[src/rtl/hci_tcdm_bank_ts_adapter.sv]
// ---------------------------------------------------------------------------
// hci_tcdm_bank_ts_adapter
//   Per-bank adapter between one log-interconnect slave port and one SRAM
//   bank. Every accepted request produces one response exactly MEM_LAT cycles
//   later. The ID travels alongside the request through a shift pipeline.
//   Test-and-set is done as a normal read followed by a locked write of
//   TS_WDATA. The write uses the latched address and byte enables. The
//   crossbar is stalled until the bank grants that write.
//
// Ports
//   clk_i, rst_ni        clock, asynchronous active-low reset
//   clear_i              synchronous flush of FSM and response pipeline
//   req_i/gnt_o          crossbar request / grant
//   add_i, wen_i, wdata_i, be_i, id_i, ts_i   crossbar request payload
//   r_valid_o, r_data_o, r_id_o               response (no backpressure)
//   mem_req_o/mem_gnt_i  SRAM request / grant
//   mem_add_o, mem_wen_o, mem_wdata_o, mem_be_o   SRAM request payload
//   mem_rdata_i          SRAM read data, MEM_LAT cycles after a granted read
//
// state  | meaning
// -------+-------------------------------------------------------------
// IDLE   | SRAM port mirrors the crossbar; grants follow mem_gnt_i
// TS_WR  | TS read done; issuing locked TS write, crossbar stalled
// ---------------------------------------------------------------------------
module hci_tcdm_bank_ts_adapter #(
  parameter int unsigned   AW       = 10,
  parameter int unsigned   DW       = 32,
  parameter int unsigned   BW       = DW/8,
  parameter int unsigned   IW       = 8,
  parameter int            MEM_LAT  = 1,
  parameter logic [DW-1:0] TS_WDATA = {DW{1'b1}}
) (
  input  logic          clk_i,
  input  logic          rst_ni,
  input  logic          clear_i,
  input  logic          req_i,
  output logic          gnt_o,
  input  logic [AW-1:0] add_i,
  input  logic          wen_i,
  input  logic [DW-1:0] wdata_i,
  input  logic [BW-1:0] be_i,
  input  logic [IW-1:0] id_i,
  input  logic          ts_i,
  output logic          r_valid_o,
  output logic [DW-1:0] r_data_o,
  output logic [IW-1:0] r_id_o,
  output logic          mem_req_o,
  input  logic          mem_gnt_i,
  output logic [AW-1:0] mem_add_o,
  output logic          mem_wen_o,
  output logic [DW-1:0] mem_wdata_o,
  output logic [BW-1:0] mem_be_o,
  input  logic [DW-1:0] mem_rdata_i
);

  if (MEM_LAT < 1 || MEM_LAT > 4) begin : g_bad_mem_lat
    $error("hci_tcdm_bank_ts_adapter: MEM_LAT must be in 1..4");
  end

  typedef enum logic [0:0] {IDLE, TS_WR} state_e;

  state_e        state_q;
  logic [AW-1:0] ts_add_q;
  logic [BW-1:0] ts_be_q;

  logic          idle;
  logic          hs;
  logic          ts_start;

  logic [MEM_LAT-1:0] vld_q;
  logic [MEM_LAT-1:0] rd_q;
  logic [IW-1:0]      id_q [MEM_LAT];

  assign idle     = (state_q == IDLE);
  // clear_i also blocks the grant so that no request is lost in the flush.
  assign gnt_o    = idle & mem_gnt_i & ~clear_i;
  assign hs       = req_i & gnt_o;
  assign ts_start = hs & ts_i & wen_i;

  // While clear_i is high nothing reaches the bank.
  // This also drops a pending TS write.
  always_comb begin
    mem_req_o   = 1'b0;
    mem_add_o   = add_i;
    mem_wen_o   = wen_i;
    mem_wdata_o = wdata_i;
    mem_be_o    = be_i;
    if (!clear_i) begin
      if (idle) begin
        mem_req_o = req_i;
      end else begin
        mem_req_o   = 1'b1;
        mem_add_o   = ts_add_q;
        mem_wen_o   = 1'b0;
        mem_wdata_o = TS_WDATA;
        mem_be_o    = ts_be_q;
      end
    end
  end

  always_ff @(posedge clk_i or negedge rst_ni) begin
    if (!rst_ni) begin
      state_q  <= IDLE;
      ts_add_q <= '0;
      ts_be_q  <= '0;
    end else if (clear_i) begin
      state_q <= IDLE;
    end else begin
      case (state_q)
        IDLE: begin
          if (ts_start) begin
            state_q  <= TS_WR;
            ts_add_q <= add_i;
            ts_be_q  <= be_i;
          end
        end
        TS_WR: begin
          if (mem_gnt_i) state_q <= IDLE;
        end
        default: state_q <= IDLE;
      endcase
    end
  end

  // Response pipeline: stage 0 captures the handshake.
  // The last stage lines up with the SRAM read data.
  always_ff @(posedge clk_i or negedge rst_ni) begin
    if (!rst_ni) begin
      vld_q <= '0;
      rd_q  <= '0;
      for (int i = 0; i < MEM_LAT; i++) id_q[i] <= '0;
    end else begin
      vld_q[0] <= hs;
      rd_q[0]  <= wen_i;
      id_q[0]  <= id_i;
      for (int i = 1; i < MEM_LAT; i++) begin
        vld_q[i] <= vld_q[i-1];
        rd_q[i]  <= rd_q[i-1];
        id_q[i]  <= id_q[i-1];
      end
      if (clear_i) vld_q <= '0;
    end
  end

  assign r_valid_o = vld_q[MEM_LAT-1];
  assign r_id_o    = r_valid_o ? id_q[MEM_LAT-1] : '0;
  assign r_data_o  = (r_valid_o && rd_q[MEM_LAT-1]) ? mem_rdata_i : '0;

endmodule
[config.mk]
export PLATFORM = sky130hd
export DESIGN_NAME = hci_tcdm_bank_ts_adapter
export DESIGN_NICKNAME = d
export VERILOG_FILES = /design/src/rtl/hci_tcdm_bank_ts_adapter.sv
export SDC_FILE = /design/constraint.sdc
export NUM_CORES = 1
export LEC_CHECK = 0
export CAP_MARGIN = 20
export CORE_ASPECT_RATIO = 1.5
export CORE_MARGIN = 2
export CORE_UTILIZATION = 28
export CTS_BUF_LIST = sky130_fd_sc_hd__clkbuf_2 sky130_fd_sc_hd__clkbuf_4 sky130_fd_sc_hd__clkbuf_8
export CTS_CLUSTER_DIAMETER = 30
export DETAILED_ROUTE_END_ITERATION = 8
export MAX_ROUTING_LAYER = met4
export PLACE_DENSITY = 0.83
export SETUP_SLACK_MARGIN = 0.2
export SLEW_MARGIN = 25
export SYNTH_ARGS = -nofsm -noshare
export SYNTH_HDL_FRONTEND = slang
export SYNTH_SLANG_ARGS = --single-unit
[constraint.sdc]
create_clock -name clk_i -period 1.9 [get_ports clk_i]
set_clock_uncertainty 0.15 [all_clocks]
set_input_delay 0.475 -clock clk_i [delete_from_list [all_inputs] [get_ports clk_i]]
set_output_delay 0.475 -clock clk_i [all_outputs]
set_load 0.005 [all_outputs]
==> flow_metrics.env <==
export IMPL_outcome="finished with violations"
export IMPL_violations="setup timing"
export IMPL_top_cell_by_count_worst_path="buf_6"
export IMPL_leakage_uw=0.00223
export IMPL_critical_path_top_delay_family="buffers and inverters"
export IMPL_synth_cells=147
export IMPL_routedWlPerCell_um=19.3
export IMPL_routabilityCongestion=0.672
export IMPL_dr_total_vias=2049
export IMPL_hold_viol_final=0
export IMPL_critPathKind="flop to primary output"
export IMPL_drive_gt1_share_pct=66.8
export IMPL_grt_pass1_wl_um=10700
export IMPL_final_worst_slack_ns=-0.436
export IMPL_vias_per_cell=4.66
export IMPL_number_of_storage_elements_in_the_synthesis_netlist=25
export IMPL_clock_root_buffer="clkbuf_8"
export IMPL_crit_path_top_delay_cell="dfrtp_1"
export IMPL_number_of_search_and_repair_iterations_in_the_first_detailed_routing_pass=4
export IMPL_grt_overflow=0
export IMPL_diodes=0
export IMPL_globalRouteTotalUtil_pct=23.0
export IMPL_grt_pass1_vias=2022
export IMPL_critPathCaptureType="primary output"
export IMPL_finished_cell_area_um2=4640
export IMPL_remaining_drc_errors=0
export IMPL_area_delta_synth_final_pct=195
export IMPL_worstSetupStartpointType="flop"
export IMPL_irDropWorstVdd_mv=0.354
export IMPL_drt_antenna_violating_nets=0
export IMPL_num_nets_final=464
export IMPL_design_power_uw=1730
export IMPL_cp_data_required_time_ns=1.27
export IMPL_worstPathCellList="or2b_1, buf_6, buf_6, buf_6, mux2_4, buf_6"
export IMPL_antenna_found_initial=0
export IMPL_ys_types=15
export IMPL_die_h_um=95.8
export IMPL_max_slew_margin_pct=78.4
export IMPL_die_area_um2=6240
export IMPL_clock_tree_from_tritoncts="done"
export IMPL_maxClockFrequency_mhz=428
export IMPL_clock_sink_count=25
export IMPL_min_delay_path_class="flop to flop"
export IMPL_num_io_pins=183
export IMPL_detailedRoute_firstIterationViolations=59
export IMPL_synth_yosys_warnings=0
export IMPL_port_buffers=182
export IMPL_cts_buffer_depth=2
export IMPL_drt_wl_total_um=8500
export IMPL_report_final_setup_viol=103
export IMPL_power_density_nw_per_um2=374
export IMPL_max_cap_violations=0
export IMPL_worstMarginPinSlew_ns=0.325
export IMPL_final_max_slew_viol_count=0
export IMPL_die_w_um=65.2
export IMPL_yosysSeqAreaShare_pct=39.8
export IMPL_post_route_min_period_ns=2.34
export IMPL_setup_tns_ns=-20.72
export IMPL_rr_worst_depth=7
export IMPL_timing_critical_path_depth=6
export IMPL_layout_common_cells="buf_6 (92), clkdlybuf4s50_1 (87), and3_4 (33)"
export IMPL_clkLatencyLatePin_ns=0.27
export IMPL_synthesis_area_per_instance_um2=10.7
export IMPL_synth_area_um2=1570
export IMPL_setup_repair_after_global_routing_missed_its_margin="true"
export IMPL_cp_num_buf_inv=4
export IMPL_timing_final_crit_share_pct=123
export IMPL_path_clk_slew_ns=0.09
export IMPL_core_area_um2=5450
export IMPL_cp_data_arrival_time_ns=1.71
export IMPL_dpl_worst_slack_ns=-0.827
export IMPL_initial_core_util_pct=28.8
export IMPL_clock_tree_htree_level_count=1
export IMPL_most_common_library_cell_in_the_layout_ignoring_fill_and_taps="buf_6"
export IMPL_synthesized_nets=240
export IMPL_stdcell_count=440
export IMPL_hold_buffers=0
export IMPL_placement_rows=33
export IMPL_dp_cells=400
export IMPL_hold_depth=1
export IMPL_place_area_um2=3550
export IMPL_cts_buffers_inserted=3
export IMPL_grt_max_degree=33
export IMPL_crit_fanout=5
export IMPL_detailedPlacementHpwl_um=4810
export IMPL_slowest_delay_ns=0.38
==> flip-flops by register name, summed over array words and instances, names as in the netlist <==
register	flops
id_q	8
r_valid_o	1
rd_q	1
state_q	1
ts_add_q	10
ts_be_q	4
==> logic make-up (layout without fill, tap and decap cells) <==
kind of cell	count (synthesis)	in the layout	synth area share (%)
and+or+nand+nor	79	79	32.5
muxes	28	28	22.2
DFF	25	25	39.8
buffers and inverters	14	237	5.02
AOI/OAI and AO/OA	1	1	0.478
==> final cells by class <==
type                       count  area, µm²
clock buffer                   4       48.8
fill                         276        815
multi-input combinational    108       1300
sequential                    25        627
tap                           70       87.6
timing repair buffer         233       2570
==> Yosys cell counts <==
cell type	instances	share of area [%]
and2_1	9	3.6
and3_1	33	13
buf_12	1	1.3
buf_2	2	0.64
buf_6	1	0.72
clkbuf_1	10	2.4
dfrtp_1	25	40
mux2_2	19	14
mux2_4	9	8.6
nand2b_1	32	13
nor2_1	2	0.48
nor3b_1	1	0.48
nor4bb_4	1	1.6
o21bai_1	1	0.48
or2b_1	1	0.48
==> where the power goes <==
part | switching (µW) | internal [µW] | leakage, µW | total [µW]
registers | 48.4 | 614 | 0.000302 | 662
logic | 204 | 538 | 0.00191 | 742
clock network | 166 | 164 | 0.0000262 | 330
==> per-stage QoR <==
step	hold slack [ns]	utilization, %
CTS	0.369	76.4
global placement	0.336	65.2
floorplan	0.0294	-
detailed placement	0.341	65.2
global route	0.384	85.1
finish	0.366	85.1
==> what timing repair did <==
item / in CTS / in global routing
cloned: 9 / 2
pin swaps: 6 / 3
buffers inserted: 20 / 5
setup endpoints to repair: 105 / 105
resized for setup: 488 / 65
endpoints found under the hold margin: 0 / 0
==> path summary, 6_finish.rpt <==
kind	start	end	slack, ns
min	ts_add_q[6]	ts_add_q[6]	0.37
min in group asynchronous	rst_ni	ts_add_q[5]	0.41
max	state_q	mem_be_o[2]	-0.44
min reg2reg	ts_add_q[6]	ts_add_q[6]	0.37
max in group asynchronous	rst_ni	r_valid_o	0.92
max reg2reg	state_q	ts_add_q[9]	-0.14
==> metal layers <==
layer	track usage [%]	vias to the layer above	share of wire [%]
li1	-	949	-
met1	23.6	976	34
met2	42.8	110	55
met3	7.84	14	9.0
met4	3.47	0	1.5
met5	-	-	0
Note: power is estimated with default switching activity, not from simulation.
